===== config.mk =====
export PLATFORM = sky130hd
export DESIGN_NAME = keypad_matrix_emulator_flat
export DESIGN_NICKNAME = d
export VERILOG_FILES = /design/src/rtl/keyemu_pkg.sv /design/src/rtl/keypad_matrix_emulator_if.sv /design/src/rtl/keyemu_lfsr.sv /design/src/rtl/keypad_matrix_emulator.sv /design/src/flat_wrapper.sv
export SDC_FILE = /design/constraint.sdc
export NUM_CORES = 1
export LEC_CHECK = 0
export BUFFER_PORTS_ARGS = -buffer_cell sky130_fd_sc_hd__clkbuf_2
export CAP_MARGIN = 30
export CORE_AREA = 3 3 40 42
export CTS_CLUSTER_SIZE = 14
export DETAILED_ROUTE_END_ITERATION = 10
export DIE_AREA = 0 0 43 45
export PLACE_DENSITY = 0.66
export SKIP_LAST_GASP = 1
export SLEW_MARGIN = 20
export SYNTH_ARGS = -nofsm -noshare
export SYNTH_HDL_FRONTEND = slang
export SYNTH_SLANG_ARGS = --single-unit

===== constraint.sdc =====
create_clock -name clk -period 1.55 [get_ports clk]
set_input_delay 0 -clock clk [delete_from_list [all_inputs] [get_ports clk]]
set_output_delay 0 -clock clk [all_outputs]
set_load 0.02 [all_outputs]

===== src/rtl/keyemu_pkg.sv =====
// Shared types and helpers for the 4x4 matrix-keypad emulator.
package keyemu_pkg;

  localparam int unsigned KEY_ROWS = 4;
  localparam int unsigned KEY_COLS = 4;
  localparam int unsigned KEY_W    = 4;
  localparam int unsigned LFSR_W   = 16;

  // Galois taps for x^16 + x^14 + x^13 + x^11 + 1, right-shifting form
  localparam logic [LFSR_W-1:0] LFSR_TAPS = 16'hB400;

  typedef enum logic [1:0] {
    IDLE     = 2'd0,
    BOUNCE_P = 2'd1,
    HELD     = 2'd2,
    BOUNCE_R = 2'd3
  } keyemu_state_e;

  function automatic logic [1:0] key_row(input logic [KEY_W-1:0] key);
    return key[3:2];
  endfunction

  function automatic logic [1:0] key_col(input logic [KEY_W-1:0] key);
    return key[1:0];
  endfunction

endpackage


===== src/rtl/keypad_matrix_emulator_if.sv =====
// Keypad matrix lines plus press/release command port of the keypad emulator.
interface keypad_matrix_emulator_if;
  import keyemu_pkg::*;

  logic [KEY_ROWS-1:0] rows_in;
  logic [KEY_COLS-1:0] cols_out;
  logic                cmd_valid;
  logic                cmd_ready;
  logic                cmd_press;
  logic [KEY_W-1:0]    cmd_key;
  logic                contact;
  logic                busy;
  logic                cmd_err;

  // master: scanner / test sequencer side; slave: the emulated keypad
  modport master (
    output rows_in, cmd_valid, cmd_press, cmd_key,
    input  cols_out, cmd_ready, contact, busy, cmd_err
  );

  modport slave (
    input  rows_in, cmd_valid, cmd_press, cmd_key,
    output cols_out, cmd_ready, contact, busy, cmd_err
  );
endinterface


===== src/rtl/keyemu_lfsr.sv =====
// 16-bit Galois LFSR used as the contact-bounce noise source.
module keyemu_lfsr
  import keyemu_pkg::*;
#(
  parameter logic [LFSR_W-1:0] SEED = 16'hACE1
) (
  input  logic clk,
  input  logic rst,
  input  logic advance,
  output logic bit_c
);

  logic [LFSR_W-1:0] lfsr_q;
  logic [LFSR_W-1:0] lfsr_d;

  always_comb begin
    lfsr_d = {1'b0, lfsr_q[LFSR_W-1:1]} ^ (lfsr_q[0] ? LFSR_TAPS : '0);
  end

  always_ff @(posedge clk or posedge rst) begin
    if (rst) begin
      lfsr_q <= SEED;
    end else if (advance) begin
      lfsr_q <= lfsr_d;
    end
  end

  // bit 0 of the value the register takes on this advance
  assign bit_c = lfsr_d[0];

endmodule


===== src/rtl/keypad_matrix_emulator.sv =====
// Passive 4x4 keypad model answering scanner row strobes, with scheduled press/release.
// Contact bounce is built only when KEYEMU_BOUNCE_EN is defined; otherwise transitions are clean.
module keypad_matrix_emulator
  import keyemu_pkg::*;
#(
  parameter int unsigned       BOUNCE_CYCLES = 27000,
  parameter int unsigned       TICK_DIV      = 270,
  parameter logic [LFSR_W-1:0] LFSR_SEED     = 16'hACE1
) (
  input  logic                     clk,
  input  logic                     rst,
  keypad_matrix_emulator_if.slave  kif
);

`ifdef KEYEMU_BOUNCE_EN
  localparam bit BOUNCE_BUILT = 1'b1;
`else
  localparam bit BOUNCE_BUILT = 1'b0;
`endif

  // a zero divider or zero seed would stall the noise source, so treat as clean
  localparam bit BOUNCE_ON = BOUNCE_BUILT && (BOUNCE_CYCLES != 0) &&
                             (TICK_DIV != 0) && (LFSR_SEED != '0);

  keyemu_state_e    state_q, state_d;
  logic [KEY_W-1:0] key_q, key_d;
  logic             contact_q, contact_d;
  logic             ready_q, ready_d;
  logic             busy_q, busy_d;
  logic             err_q, err_d;
  logic             accept;
  logic             in_bounce;
  logic             tick_c;
  logic             done_c;
  logic             lfsr_bit_c;

  assign in_bounce = (state_q == BOUNCE_P) || (state_q == BOUNCE_R);

`ifdef KEYEMU_BOUNCE_EN
  localparam int unsigned BOUNCE_LAST = (BOUNCE_CYCLES > 0) ? BOUNCE_CYCLES - 1 : 0;
  localparam int unsigned TICK_LAST   = (TICK_DIV > 1) ? TICK_DIV - 1 : 0;
  localparam int unsigned CNT_W       = (BOUNCE_CYCLES > 1) ? $clog2(BOUNCE_CYCLES) : 1;
  localparam int unsigned TICK_W      = (TICK_DIV > 1) ? $clog2(TICK_DIV) : 1;

  logic [CNT_W-1:0]  cnt_q;
  logic [TICK_W-1:0] tick_q;

  // window and tick counters restart at zero on every bounce entry
  always_ff @(posedge clk or posedge rst) begin
    if (rst) begin
      cnt_q  <= '0;
      tick_q <= '0;
    end else if (!in_bounce) begin
      cnt_q  <= '0;
      tick_q <= '0;
    end else begin
      cnt_q  <= cnt_q + CNT_W'(1);
      tick_q <= tick_c ? '0 : tick_q + TICK_W'(1);
    end
  end

  assign tick_c = BOUNCE_ON && in_bounce && (tick_q == TICK_W'(TICK_LAST));
  assign done_c = !BOUNCE_ON || (cnt_q == CNT_W'(BOUNCE_LAST));

  keyemu_lfsr #(
    .SEED (LFSR_SEED)
  ) u_lfsr (
    .clk     (clk),
    .rst     (rst),
    .advance (tick_c),
    .bit_c   (lfsr_bit_c)
  );
`else
  assign tick_c     = 1'b0;
  assign done_c     = 1'b1;
  assign lfsr_bit_c = 1'b0;
`endif

  always_ff @(posedge clk or posedge rst) begin
    if (rst) begin
      state_q   <= IDLE;
      key_q     <= '0;
      contact_q <= 1'b0;
      ready_q   <= 1'b0;
      busy_q    <= 1'b0;
      err_q     <= 1'b0;
    end else begin
      state_q   <= state_d;
      key_q     <= key_d;
      contact_q <= contact_d;
      ready_q   <= ready_d;
      busy_q    <= busy_d;
      err_q     <= err_d;
    end
  end

  always_comb begin
    state_d   = state_q;
    key_d     = key_q;
    contact_d = contact_q;
    err_d     = 1'b0;
    accept    = kif.cmd_valid && ready_q;

    case (state_q)
      IDLE: begin
        if (accept) begin
          if (kif.cmd_press) begin
            key_d   = kif.cmd_key;
            state_d = BOUNCE_P;
            if (!BOUNCE_ON) contact_d = 1'b1;
          end else begin
            err_d = 1'b1;
          end
        end
      end
      BOUNCE_P: begin
        if (tick_c) contact_d = lfsr_bit_c;
        if (done_c) begin
          contact_d = 1'b1;
          state_d   = HELD;
        end
      end
      HELD: begin
        if (accept) begin
          if (!kif.cmd_press) begin
            state_d = BOUNCE_R;
            if (!BOUNCE_ON) contact_d = 1'b0;
          end else begin
            err_d = 1'b1;
          end
        end
      end
      BOUNCE_R: begin
        if (tick_c) contact_d = lfsr_bit_c;
        if (done_c) begin
          contact_d = 1'b0;
          state_d   = IDLE;
        end
      end
      default: begin
        state_d = IDLE;
      end
    endcase

    ready_d = (state_d == IDLE) || (state_d == HELD);
    busy_d  = (state_d == BOUNCE_P) || (state_d == BOUNCE_R);
  end

  // column pulls low only while the held key's row is strobed
  always_comb begin
    kif.cols_out = '1;
    if (contact_q && !kif.rows_in[key_row(key_q)]) begin
      kif.cols_out[key_col(key_q)] = 1'b0;
    end
  end

  assign kif.cmd_ready = ready_q;
  assign kif.contact   = contact_q;
  assign kif.busy      = busy_q;
  assign kif.cmd_err   = err_q;

endmodule


===== src/flat_wrapper.sv =====
// flat-port wrapper written by rule: the top's interface ports become plain ports
module keypad_matrix_emulator_flat import keyemu_pkg::*;
#(
  parameter int unsigned       BOUNCE_CYCLES = 27000,
  parameter int unsigned       TICK_DIV      = 270,
  parameter logic [LFSR_W-1:0] LFSR_SEED     = 16'hACE1
)
  (clk, rst, kif_rows_in, kif_cmd_valid, kif_cmd_press, kif_cmd_key, kif_cols_out, kif_cmd_ready, kif_contact, kif_busy, kif_cmd_err);
  keypad_matrix_emulator_if kif_i ();
  input  logic clk;
  input  logic rst;
  input wire logic [$bits(kif_i.rows_in)-1:0] kif_rows_in;
  input wire logic [$bits(kif_i.cmd_valid)-1:0] kif_cmd_valid;
  input wire logic [$bits(kif_i.cmd_press)-1:0] kif_cmd_press;
  input wire logic [$bits(kif_i.cmd_key)-1:0] kif_cmd_key;
  output wire logic [$bits(kif_i.cols_out)-1:0] kif_cols_out;
  output wire logic [$bits(kif_i.cmd_ready)-1:0] kif_cmd_ready;
  output wire logic [$bits(kif_i.contact)-1:0] kif_contact;
  output wire logic [$bits(kif_i.busy)-1:0] kif_busy;
  output wire logic [$bits(kif_i.cmd_err)-1:0] kif_cmd_err;
  assign kif_i.rows_in = kif_rows_in;
  assign kif_i.cmd_valid = kif_cmd_valid;
  assign kif_i.cmd_press = kif_cmd_press;
  assign kif_i.cmd_key = kif_cmd_key;
  assign kif_cols_out = kif_i.cols_out;
  assign kif_cmd_ready = kif_i.cmd_ready;
  assign kif_contact = kif_i.contact;
  assign kif_busy = kif_i.busy;
  assign kif_cmd_err = kif_i.cmd_err;
  keypad_matrix_emulator #(.BOUNCE_CYCLES(BOUNCE_CYCLES), .TICK_DIV(TICK_DIV), .LFSR_SEED(LFSR_SEED)) u_core (.clk(clk), .rst(rst), .kif(kif_i));
endmodule

==> results.md, run 1 <==
- The run finished, with violations left.
- The checks that failed: setup timing.
- The element type at the critical path start is a flop.
- Per report_power, the sequential group accounts for 40.0% of the total.
- The post-placement worst setup slack is 0.0337 ns.
- The largest buffer count on any clock path is 2.
- Counting every net in the synthesized netlist gives 47.
- The die width is 43 um.
- The setup path with the least slack is of type flop to primary output.
- The cell area after technology mapping is 459 um2.
- The fraction of met2 tracks used by global routing is 18.9%.
- The final net count is 77.
- The number of buffers added for setup after CTS is 0.
- For this design the total switching power over the nets is approximately 420 uW.
- The tree built by TritonCTS fans out to 10 sinks.
- The highest achievable clock rate is 0.558 GHz.
- The final-report setup violation count is 4.
- The number of cells on the worst hold path is 3.
- The final HPWL from detailed placement is between 600 and 700 um.
- Compared with the post-synthesis result, the final layout area differs by 52.0%.
- The internal reg-to-reg setup slack is 0.19 ns.
- The relative contribution of the clock network to total power is between 10% and 20%.
- The count of nets left with antenna violations once routing finished came out at 0.
- The worst max-slew margin expressed relative to the limit is 75.6%.
- Net switching is 34.7% of the power.
- The top-level I/O count is 20.
- The first routing iteration left 0 violations.
- On the final layout, the worst clock skew is approximately 0.0021 ns.
- The total instance count after detailed placement is 70.
- The post-synthesis area per instance is 13.1 um2.
- In this run the most critical hold path is launched from kif_cmd_press.
- Once placement finished, the instance area stood at 584 um2.
- The endpoint identified for the worst register-to-register timing path is u_core.key_q[1]$_DFFE_PP0P_.
- Excluding fillers, the count of instances in the completed layout stands at 79.
- The height of the die is 45 um.
- The number of cells traversed by the worst register-to-register path is 3.
- The endpoint class of the critical path is a primary output.
- The initial antenna violation count is 0.
- The TritonCTS clock tree is yes.
- The maximum number of pins on one net before global-route repair is 11.
- The count of max-cap constraint violations is 0.
- The Yosys step of the flow raised 0 warnings.
- For this run, the total global-route usage over all layers was measured as about a tenth.
- The number of different library cells used by synthesis comes to 18.
- The required time of the worst setup path is 1.55 ns.
- Clock latency on the worst-skew pair, taken at its later pin, is 0.26 ns.
- After layout, the worst path uses 116% of the clock period.
- The finished cells cover 698 um2.
- At the pin with the least slew margin, the transition time is 0.365 ns.
- The met1 usage is 10.1%.
- The type of the tightest min-delay check is input port to flop.
- The via count normalized by instance count is approximately 4.6.
- The source of the worst register-to-register timing path is u_core.kif.cmd_ready$_DFF_PP0_.
- The maximum fanout along the worst path is 4.
- The analysis attributes to cell leakage a power of 0.331 nW.
- At the end of routability-driven placement, the weighted congestion stood at 0.643.
- The final period demand of the worst path is 1.79 ns.
- The worst hold path terminates at u_core.kif.contact$_DFFE_PP0P_.
- Once the floorplan was initialized, standard cells occupied between 30% and 40% of the core.
- The power share of the combinational group is 41.7%.
- The share of layout cells above drive strength 1 is 46.9%.
- Counting flops and latches in the post-synthesis netlist gives 10.
- The H-tree depth is 1.
- After clock tree synthesis, the clock-pin slew on the worst setup and hold paths is 0.06 ns.
- The count of antenna diodes in the layout is 0.
- The first-pass GRT wire length is 1.42 mm.
- The sequential fraction of the synthesis area is 54.5%.
- At the worst endpoint, the arrival time is 1.79 ns.
- The worst setup slack after layout is -0.241 ns.
- The die covers 0.00194 mm2.
- Synthesis produced a netlist whose cell count is 35.
- Summed over all layers, the routed wires come to ~880 um.
- In this run the clock root is driven by a sky130_fd_sc_hd__clkbuf_4.
- Cells fill 54.3% of the core in the end.
- The number of pins exceeding their max-slew limit in the final report was 0.
- In the routed design, unresolved DRC markers number 0.
- The post-synthesis async set-or-reset flop share is 100%.
- The total count of hold-check failures in the final report is 0.
- After detailed routing, the average wire length per cell comes to about 11 um.
- In this run the core area contains 13 standard-cell rows.
- The number of buffers inserted during clock tree synthesis is 3.
- The count of buffers inserted at the top-level ports is 19.
- The final global-route overflow total is 0.
- In this run, synthesis inferred 0 flip-flops with an integrated enable.
- The via total after detailed routing is between 300 and 400.
- The area of the core is 0.00128 mm2.
- The largest vdd supply drop is around 0.00073 V.
- The global-route layer with the greatest usage is met2.
- For this run, the leading register cell type out of synthesis is sky130_fd_sc_hd__dfrtp_1.
- For this design the ratio of total power to cell area is approximately 1700 mW/mm2.
- For this run, global-route usage on met3 was measured as under 10%.
- For this run, the detailed router's first-pass iteration total came to 1.
- The via count of the first global-routing pass is around 350.
- Setup repair after global routing could not meet its margin everywhere.
- The internal portion of the total power is ~790 uW.
## layout make-up
cell class                      count  area [um2]
Clock buffer                        4        36.3
Inverter                            2        7.51
Timing Repair Buffer               26         184
Multi-Input combinational cell     22         201
Tap cell                           15        18.8
Fill cell                         110         587
Sequential cell                    10         250
## routing by layer
layer / vias up / wire, um
li1: 184 / -
met3: 0 / 51
met5: - / 0
met2: 10 / 489
met4: 0 / 0
met1: 172 / 340
## cells in the mapped netlist (2+ instances only)
cell / count / share of area, %
sky130_fd_sc_hd__xor2_1: 2 / 3.8
sky130_fd_sc_hd__mux2_1: 2 / 4.9
sky130_fd_sc_hd__nor3b_1: 2 / 3.3
sky130_fd_sc_hd__dfrtp_1: 10 / 54
sky130_fd_sc_hd__mux2_2: 2 / 4.9
sky130_fd_sc_hd__or3_1: 2 / 2.7
sky130_fd_sc_hd__nand2_1: 3 / 2.5
sky130_fd_sc_hd__inv_1: 2 / 1.6
## power groups by stage
stage                     combinational (mW)  clock, mW  sequential [mW]
after detailed placement               0.460          0            0.491
after CTS                              0.492      0.233            0.486
final                                  0.507      0.223            0.486
after floorplan                        0.280          0            0.518
after global routing                   0.549      0.245            0.504
after global placement                 0.456          0            0.483
## critical path, stage by stage, from the launching register on
cell	delay [ns]
sky130_fd_sc_hd__dfrtp_1	0.37
sky130_fd_sc_hd__mux4_2	0.53
sky130_fd_sc_hd__or4b_4	0.49
sky130_fd_sc_hd__buf_6	0.14
## through the flow
step	setup TNS, ns	power (mW)	hold slack, ns
finish	-0.564	1.22	0.114
global placement	0	0.939	-0.0273
detailed placement	0	0.952	-0.0268
global route	-0.901	1.30	0.137
floorplan	0	0.798	-0.160
CTS	-0.613	1.21	0.106
## cells in the final DEF, fill, tap and decap left out, types with 2 or more instances in the layout
master / instances
sky130_fd_sc_hd__clkbuf_2: 15
sky130_fd_sc_hd__dfrtp_1: 10
sky130_fd_sc_hd__dlygate4sd3_1: 5
sky130_fd_sc_hd__nand2_1: 3
sky130_fd_sc_hd__clkbuf_4: 3
sky130_fd_sc_hd__clkbuf_8: 3
sky130_fd_sc_hd__mux2_2: 2
sky130_fd_sc_hd__mux2_1: 2
sky130_fd_sc_hd__xor2_1: 2
sky130_fd_sc_hd__or3_1: 2
sky130_fd_sc_hd__nor3b_1: 2
sky130_fd_sc_hd__inv_1: 2
sky130_fd_sc_hd__buf_4: 2
## how the worst max path moves through the flow
| stage | startpoint | endpoint | slack (ns) | depth (start not counted) |
|---|---|---|---|---|
| 6_report | u_core.key_q[2]$_DFFE_PP0P_ | kif_cols_out[0] | -0.24 | 3 |
| 4_1_cts | u_core.key_q[2]$_DFFE_PP0P_ | kif_cols_out[0] | -0.25 | 3 |
| 3_5_place_dp | u_core.key_q[2]$_DFFE_PP0P_ | kif_cols_out[0] | 0.03 | 3 |
| 3_3_place_gp | u_core.key_q[2]$_DFFE_PP0P_ | kif_cols_out[0] | 0.06 | 3 |
| 5_1_grt | u_core.key_q[2]$_DFFE_PP0P_ | kif_cols_out[0] | -0.31 | 3 |
| 2_1_floorplan | u_core.kif.cmd_ready$_DFF_PP0_ | u_core.key_q[0]$_DFFE_PP0P_ | 0.08 | 3 |
## sequential cells by signal, indices dropped and copies added (netlist names)
signal and count:
u_core.kif.busy 1, u_core.state_q 2, u_core.kif.cmd_err 1, u_core.kif.contact 1, u_core.key_q 4, u_core.kif.cmd_ready 1
## timing repair
action	4_1_cts	5_1_grt
endpoints found under the hold margin	14	0
hold buffers	5	0
gates resized for setup	4	5
pin swaps	2	0
setup endpoints to repair	4	4
## cells by family after synthesis
| group | share of synthesized area, % |
|---|---|
| AND/OR/NAND/NOR | 19.6 |
| flip-flops | 54.5 |
| multiplexers | 14.7 |
| AO/OA/AOI/OAI | 4.91 |
| buffers and inverters | 2.45 |
| XOR/XNOR | 3.82 |
Power figures use the tool's default switching activity.
==> run 2: changes to the inputs <==
Settings changed: MAX_ROUTING_LAYER set to met4.
==> results.md, run 2 (synthesis gave the netlist of run 1 again) <==
- The run finished, with violations left.
- The checks that failed: setup timing.
- The worst path arrival time is 1.79 ns (about the same).
- The starting utilization of the core area came to 35.7% (unchanged).
- The number of cells on the worst hold path came to 3 (unchanged).
- The total count of hold-check failures in the final report is 0 (unchanged).
- Leaving out fill and tap cells, the most frequent cell in the layout is sky130_fd_sc_hd__clkbuf_2.
- The internal reg-to-reg setup slack is 0.19 ns (about the same).
- The via total after detailed routing is 362 (-1.1%).
- The largest registers in the layout are u_core.key_q x4, u_core.state_q x2.
- The mean routed wirelength per cell is 11.1 um (-0.80%).
- The critical hold path startpoint is kif_cmd_press.
- The aggregate global-route resource usage was 10.5% (+0.31 points).
- The area of the core is 0.00128 mm2 (unchanged).
- The library cell contributing the largest single delay on the critical path is sky130_fd_sc_hd__mux4_2.
- The signal on the critical path passes through mux4_2 -> or4b_4 -> buf_6.
- CTS placed an instance of sky130_fd_sc_hd__clkbuf_4 at the clock tree root.
- The share of layout cells above drive strength 1 is 46.9% (unchanged).
- The worst max-slew margin expressed relative to the limit was 75.6% (about the same).
- The worst setup slack after layout came to -0.240 ns (+0.000264 ns).
- The final-report setup violation count is 4 (unchanged).
- The highest achievable clock rate was 0.559 GHz (about the same).
- The endpoint class of the critical path is a primary output.
- STA classifies the critical path startpoint as a flop.
- The count of nets left with antenna violations after detail routing is 0 (unchanged).
- The via count normalized by instance count came to 4.58 (-1.1%).
- The latest clock arrival within the worst-skew pair is 0.25 ns (about the same).
- The maximum number of pins on one net before global-route repair is 11 (unchanged).
- The top-level I/O count is 20 (unchanged).
- The DRC violation count after routing came to 0 (unchanged).
- The slew at the pin with the worst max-slew slack is 0.366 ns (+0.000570 ns).
- The final HPWL from detailed placement is 680 um (unchanged).
- The stage delay of the slowest cell on the critical path was 0.53 ns (about the same).
- The end-of-flow core utilization was 54.3% (unchanged).
- The layout-stage area growth over the synthesis result is 52.0% (unchanged).
- The area enclosed by the die boundary is 0.00194 mm2 (unchanged).
- The number of DRC violations after detailed-routing iteration 0 is 0 (unchanged).
- The die width is 43 um (unchanged).
- The number of pins exceeding their max-slew limit in the final report is 0 (unchanged).
- The final clock skew is 0.00199 ns (-0.0000894 ns).
- The number of placement rows is 13 (unchanged).
- The detailed-routing iteration count for the pre-antenna-repair pass is 1 (unchanged).
- The share of the clock period used by the worst path is 116% (about the same).
- The number of cells traversed by the worst register-to-register path is 3 (unchanged).
- Broken down by cell family, the worst path's largest delay share belongs to multiplexers.
- The clock-pin slew of the registers on the worst-case setup and hold paths is 0.06 ns (about the same).
- The height of the die is 45 um (unchanged).
- The standby leakage power came to 0.331 nW (unchanged).
- The final weighted congestion of routability-driven global placement came to 0.648 (+0.84%).
- Leaving out fill and tap cells, the most frequent cells in the layout are sky130_fd_sc_hd__clkbuf_2, sky130_fd_sc_hd__dfrtp_1, sky130_fd_sc_hd__dlygate4sd3_1.
- The classification of the worst setup path is flop to primary output.
- The min-delay analysis places its worst path in the category input port to flop.
- The number of buffers added for setup after CTS is 0 (unchanged).
- The count of antenna diodes in the layout is 0 (unchanged).
- In this run the critical register-to-register path is launched from u_core.kif.cmd_ready$_DFF_PP0_.
- The worst hold path endpoint is u_core.kif.contact$_DFFE_PP0P_.
- The number of sinks on the clock net is 10 (unchanged).
- The final period demand of the worst path was 1.79 ns (-0.000264 ns).
- The TritonCTS clock tree is yes.
- The cell area reported after detailed placement is 584 um2 (unchanged).
- The required time of the worst setup path was 1.55 ns (about the same).
- The via count of the first global-routing pass is 348 (-0.29%).
- The count of buffer and inverter cells on the critical path is 1 (unchanged).
- Setup repair after global routing could not meet its margin everywhere.
- The wire length reported by the detailed router is 873 um (-0.80%).
- The count of max-cap constraint violations came to 0 (unchanged).
- The first-pass GRT wire length is 1.42 mm (unchanged).
- The count of buffers inserted at the top-level ports was 19 (unchanged).
- The final global-route overflow total is 0 (unchanged).
- The largest buffer count on any clock path came to 2 (unchanged).
- The maximum fanout along the worst path is 4 (unchanged).
- The total power divided by cell area was 1740 mW/mm2 (about the same).
- The initial antenna violation count was 0 (unchanged).
- The H-tree depth came to 1 (unchanged).
- The endpoint identified for the worst register-to-register timing path is u_core.key_q[1]$_DFFE_PP0P_.
- The final net count is 77 (unchanged).
- The number of buffers inserted during clock tree synthesis is 3 (unchanged).
- The flip-flop count of the largest register, all copies and words added came to 4 (unchanged).
- The largest vdd supply drop came to 0.000727 V (-0.11%).
- The post-route standard cell area excluding fillers came to 698 um2 (unchanged).
- u_core.key_q holds more flip-flops than any other register.
run 2: cell counts in the layout (fill, tap and decap cells not counted):
Identical to the previous run, type by type.
run 2: timing repair:
item	in CTS	in global routing
setup endpoints to repair	4	4
pin swaps	2	0
hold endpoints to repair	14	0
hold buffers	5	0
resized for setup	4	5
run 2: final cells by class:
cell class | instances | area, um2
multi-input combinational | 22 | 201
sequential | 10 | 250
clock buffer | 4 | 36.3
inverter | 2 | 7.51
fill | 110 | 587
timing repair buffer | 26 | 184
tap | 15 | 18.8
run 2: worst reg2reg max path, delay by kind of cell, from the launching register on:
family	cells	cell delay (ns)
DFF	1	0.36
muxes	1	0.38
and+or+nand+nor	2	0.50
run 2: stage by stage:
stage / setup WS, ns / power, mW / instances / setup TNS, ns / hold WS (ns)
after detailed placement: 0.0337 / 0.952 / 70 / 0 / -0.0268
after floorplan: 0.0833 / 0.798 / 35 / 0 / -0.160
after CTS: -0.253 / 1.21 / 79 / -0.613 / 0.106
after global placement: 0.0633 / 0.939 / 70 / 0 / -0.0273
final: -0.240 / 1.22 / 79 / -0.563 / 0.115
after global routing: -0.313 / 1.30 / 79 / -0.901 / 0.137
run 2: how the worst max path moves through the flow:
stage          depth (start not counted)                            from                          end  slack, ns
5_1_grt                                3     u_core.key_q[2]$_DFFE_PP0P_              kif_cols_out[0]      -0.31
4_1_cts                                3     u_core.key_q[2]$_DFFE_PP0P_              kif_cols_out[0]      -0.25
3_5_place_dp                           3     u_core.key_q[2]$_DFFE_PP0P_              kif_cols_out[0]       0.03
2_1_floorplan                          3  u_core.kif.cmd_ready$_DFF_PP0_  u_core.key_q[0]$_DFFE_PP0P_       0.08
6_report                               3     u_core.key_q[2]$_DFFE_PP0P_              kif_cols_out[0]      -0.24
3_3_place_gp                           3     u_core.key_q[2]$_DFFE_PP0P_              kif_cols_out[0]       0.06
run 2: routing by layer:
metal  GRT usage (%)  vias up  share of wire, %
met1            10.1      168                38
met2            18.9       10                56
met5               -        -                 0
met3            4.78        0               6.3
li1                -      184                 -
met4            3.61        0                 0
run 2: power by group:
part / total [mW] / switching [mW] / internal, mW
Sequential: 0.485 / 0.105 / 0.380
Clock: 0.223 / 0.0807 / 0.142
Combinational: 0.507 / 0.235 / 0.272
Total: 1.22 / 0.421 / 0.794
==> run 3: changes to the inputs <==
Settings changed: PLACE_DENSITY 0.66 to unset.
==> results.md, run 3 (synthesis gave the netlist of run 1 again) <==
- The run finished, with violations left.
- The checks that failed: setup timing.
- The slew at the pin with the worst max-slew slack is 0.373 ns (+0.00680 ns).
- The worst max-slew margin expressed relative to the limit came to 75.1% (-0.45 points).
- The area of the core is 0.00128 mm2 (unchanged).
- The endpoint class of the critical path is a primary output.
- The mean routed wirelength per cell is 11.5 um (+3.7%).
- The height of the die is 45 um (unchanged).
- The number of pins exceeding their max-slew limit in the final report came to 0 (unchanged).
- The worst hold path begins at kif_cmd_press.
- The top-level I/O count is 20 (unchanged).
- The required time of the worst setup path is 1.55 ns (about the same).
- The share of layout cells above drive strength 1 came to 46.2% (-0.72 points).
- The highest achievable clock rate is 0.558 GHz (about the same).
- The count of nets left with antenna violations after detail routing is 0 (unchanged).
- The standby leakage power is 0.335 nW (+1.1%).
- The count of buffer and inverter cells on the critical path came to 1 (unchanged).
- The register name with the most flops is u_core.key_q.
- The final global-route overflow total was 0 (unchanged).
- The worst path arrival time was 1.79 ns (about the same).
- The root buffer cell chosen for the clock tree is sky130_fd_sc_hd__clkbuf_4.
- The detailed-routing iteration count for the pre-antenna-repair pass is 4 (+3).
- The minimum hold slack is 0.101 ns (-0.0140 ns).
- The final period demand of the worst path is 1.79 ns (+0.000593 ns).
- The number of buffers inserted during clock tree synthesis is 3 (unchanged).
- The TritonCTS clock tree is yes.
- The number of cells traversed by the worst register-to-register path was 3 (unchanged).
- For hold timing, the worst endpoint is u_core.kif.contact$_DFFE_PP0P_.
- The via count of the first global-routing pass is 376 (+8.0%).
- The worst setup path is launched from a flop.
- The total power divided by cell area is 1750 mW/mm2 (+0.43%).
- The via total after detailed routing is 369 (+1.9%).
- The stage delay of the slowest cell on the critical path came to 0.53 ns (about the same).
- The initial antenna violation count is 0 (unchanged).
- The latest clock arrival within the worst-skew pair is 0.26 ns (about the same).
- The startpoint identified for the worst register-to-register timing path is u_core.kif.cmd_ready$_DFF_PP0_.
- The post-placement worst setup slack was 0.0306 ns (-0.00316 ns).
- The largest buffer count on any clock path is 2 (unchanged).
- The count of antenna diodes in the layout is 0 (unchanged).
- The layout-stage area growth over the synthesis result is 52.9%.
- The cell area reported after detailed placement is 592 um2 (+1.3%).
- The die width is 43 um (unchanged).
- The maximum number of pins on one net before global-route repair is 11 (unchanged).
- The starting utilization of the core area was 35.7% (unchanged).
- In the layout the commonest cells are sky130_fd_sc_hd__clkbuf_2, sky130_fd_sc_hd__dfrtp_1, sky130_fd_sc_hd__dlygate4sd3_1.
- The H-tree depth came to 1 (unchanged).
- The number of cells on the worst hold path is 3 (unchanged).
- The DRC violation count after routing was 0 (unchanged).
- In the final layout, the registers with the most flip-flops are u_core.key_q x4, u_core.state_q x2.
- The first-pass GRT wire length is 1.47 mm (+3.4%).
- The final weighted congestion of routability-driven global placement came to 0.747 (+15%).
- The wire length reported by the detailed router was 917 um (+5.0%).
- The number of DRC violations after detailed-routing iteration 0 is 3 (+3).
- The number of placement rows is 13 (unchanged).
- The post-route standard cell area excluding fillers was 702 um2 (+0.54%).
- The end-of-flow core utilization is 54.6% (+0.29 points).
- The total count of hold-check failures in the final report came to 0 (unchanged).
- The final-report setup violation count is 4 (unchanged).
- The area enclosed by the die boundary is 0.00194 mm2 (unchanged).
- Setup repair after global routing could not meet its margin everywhere.
- The clock-pin slew of the registers on the worst-case setup and hold paths is 0.07 ns (about the same).
- The count of buffers inserted at the top-level ports is 19 (unchanged).
- The number of buffers added for setup after CTS is 0 (unchanged).
- The critical path is of the flop to primary output type.
- The signal on the critical path passes through mux4_2 -> or4b_1 -> buf_2.
- The library cell used most frequently in the layout, excluding fill and tap cells, is sky130_fd_sc_hd__clkbuf_2.
- The maximum fanout along the worst path was 4 (unchanged).
- The library cell contributing the largest single delay on the critical path is sky130_fd_sc_hd__mux4_2.
- The internal reg-to-reg setup slack is 0.19 ns (about the same).
- The number of sinks on the clock net was 10 (unchanged).
- The worst setup slack after layout is -0.241 ns (-0.000593 ns).
- The via count normalized by instance count is 4.61 (+0.66%).
- The share of the clock period used by the worst path is 116% (about the same).
- The flip-flop count of the largest register, all copies and words added came to 4 (unchanged).
- The aggregate global-route resource usage is 10.6% (+0.078 points).
- The capture point of the worst reg-to-reg path is u_core.key_q[1]$_DFFE_PP0P_.
- The largest vdd supply drop is 0.000939 V (+29%).
- The final net count is 78 (+1.3%).
- Among cell families on the critical path, the largest total delay comes from multiplexers.
- The final HPWL from detailed placement came to 683 um (+0.40%).
- The final clock skew is 0.00110 ns (-0.000898 ns).
- The count of max-cap constraint violations was 0 (unchanged).
- The tightest min-delay check is of the input port to flop type.
==> run 3: cell types whose count changed in the layout (fill, tap and decap cells not counted), sizes merged <==
cell / delta
buf: +1
==> run 3: worst reg2reg max path, cell delays in order, from the launching register on <==
cell and delay, ns:
sky130_fd_sc_hd__dfrtp_1 0.36, sky130_fd_sc_hd__nand2_1 0.11, sky130_fd_sc_hd__nor4b_4 0.39, sky130_fd_sc_hd__mux2_2 0.38
==> run 3: through the flow <==
step	power [mW]	cells	TNS, ns
floorplan	0.798	35	0
global placement	0.958	71	0
detailed placement	0.968	71	0
CTS	1.24	80	-0.617
global route	1.30	80	-0.789
finish	1.23	80	-0.556
==> run 3: layout make-up <==
class | instances | area (um2)
Clock buffer | 4 | 36.3
Inverter | 2 | 7.51
Sequential cell | 10 | 250
Tap cell | 15 | 18.8
Multi-Input combinational cell | 22 | 198
Timing Repair Buffer | 27 | 191
Fill cell | 123 | 583
==> run 3: layer usage <==
layer / GRT usage [%] / part of all wire [%]
met4: 5.42 / 0
met1: 11.8 / 41
met3: 2.79 / 6.3
met5: - / 0
met2: 17.7 / 53
==> run 3: power by group <==
group / switching [mW] / internal, mW / total (mW) / leakage [nW]
Clock: 0.0905 / 0.143 / 0.233 / 0.0210
Combinational: 0.252 / 0.274 / 0.526 / 0.194
Sequential: 0.0879 / 0.380 / 0.468 / 0.121
==> run 3: worst max path at each step <==
stage                                   startpoint                          end  slack, ns  cells after the start
floorplan           u_core.kif.cmd_ready$_DFF_PP0_  u_core.key_q[0]$_DFFE_PP0P_       0.08                      3
global placement       u_core.key_q[2]$_DFFE_PP0P_              kif_cols_out[0]       0.06                      3
detailed placement     u_core.key_q[2]$_DFFE_PP0P_              kif_cols_out[0]       0.03                      3
CTS                    u_core.key_q[2]$_DFFE_PP0P_              kif_cols_out[0]      -0.26                      3
global route           u_core.key_q[2]$_DFFE_PP0P_              kif_cols_out[0]      -0.29                      3
finish                 u_core.key_q[2]$_DFFE_PP0P_              kif_cols_out[0]      -0.24                      3
==> run 3: timing repair <==
item / 4_1_cts / 5_1_grt
hold buffers: 5 / 0
pin swaps: 2 / 1
gates resized for setup: 4 / 4
setup endpoints to repair: 4 / 4
hold endpoints to repair: 14 / 0
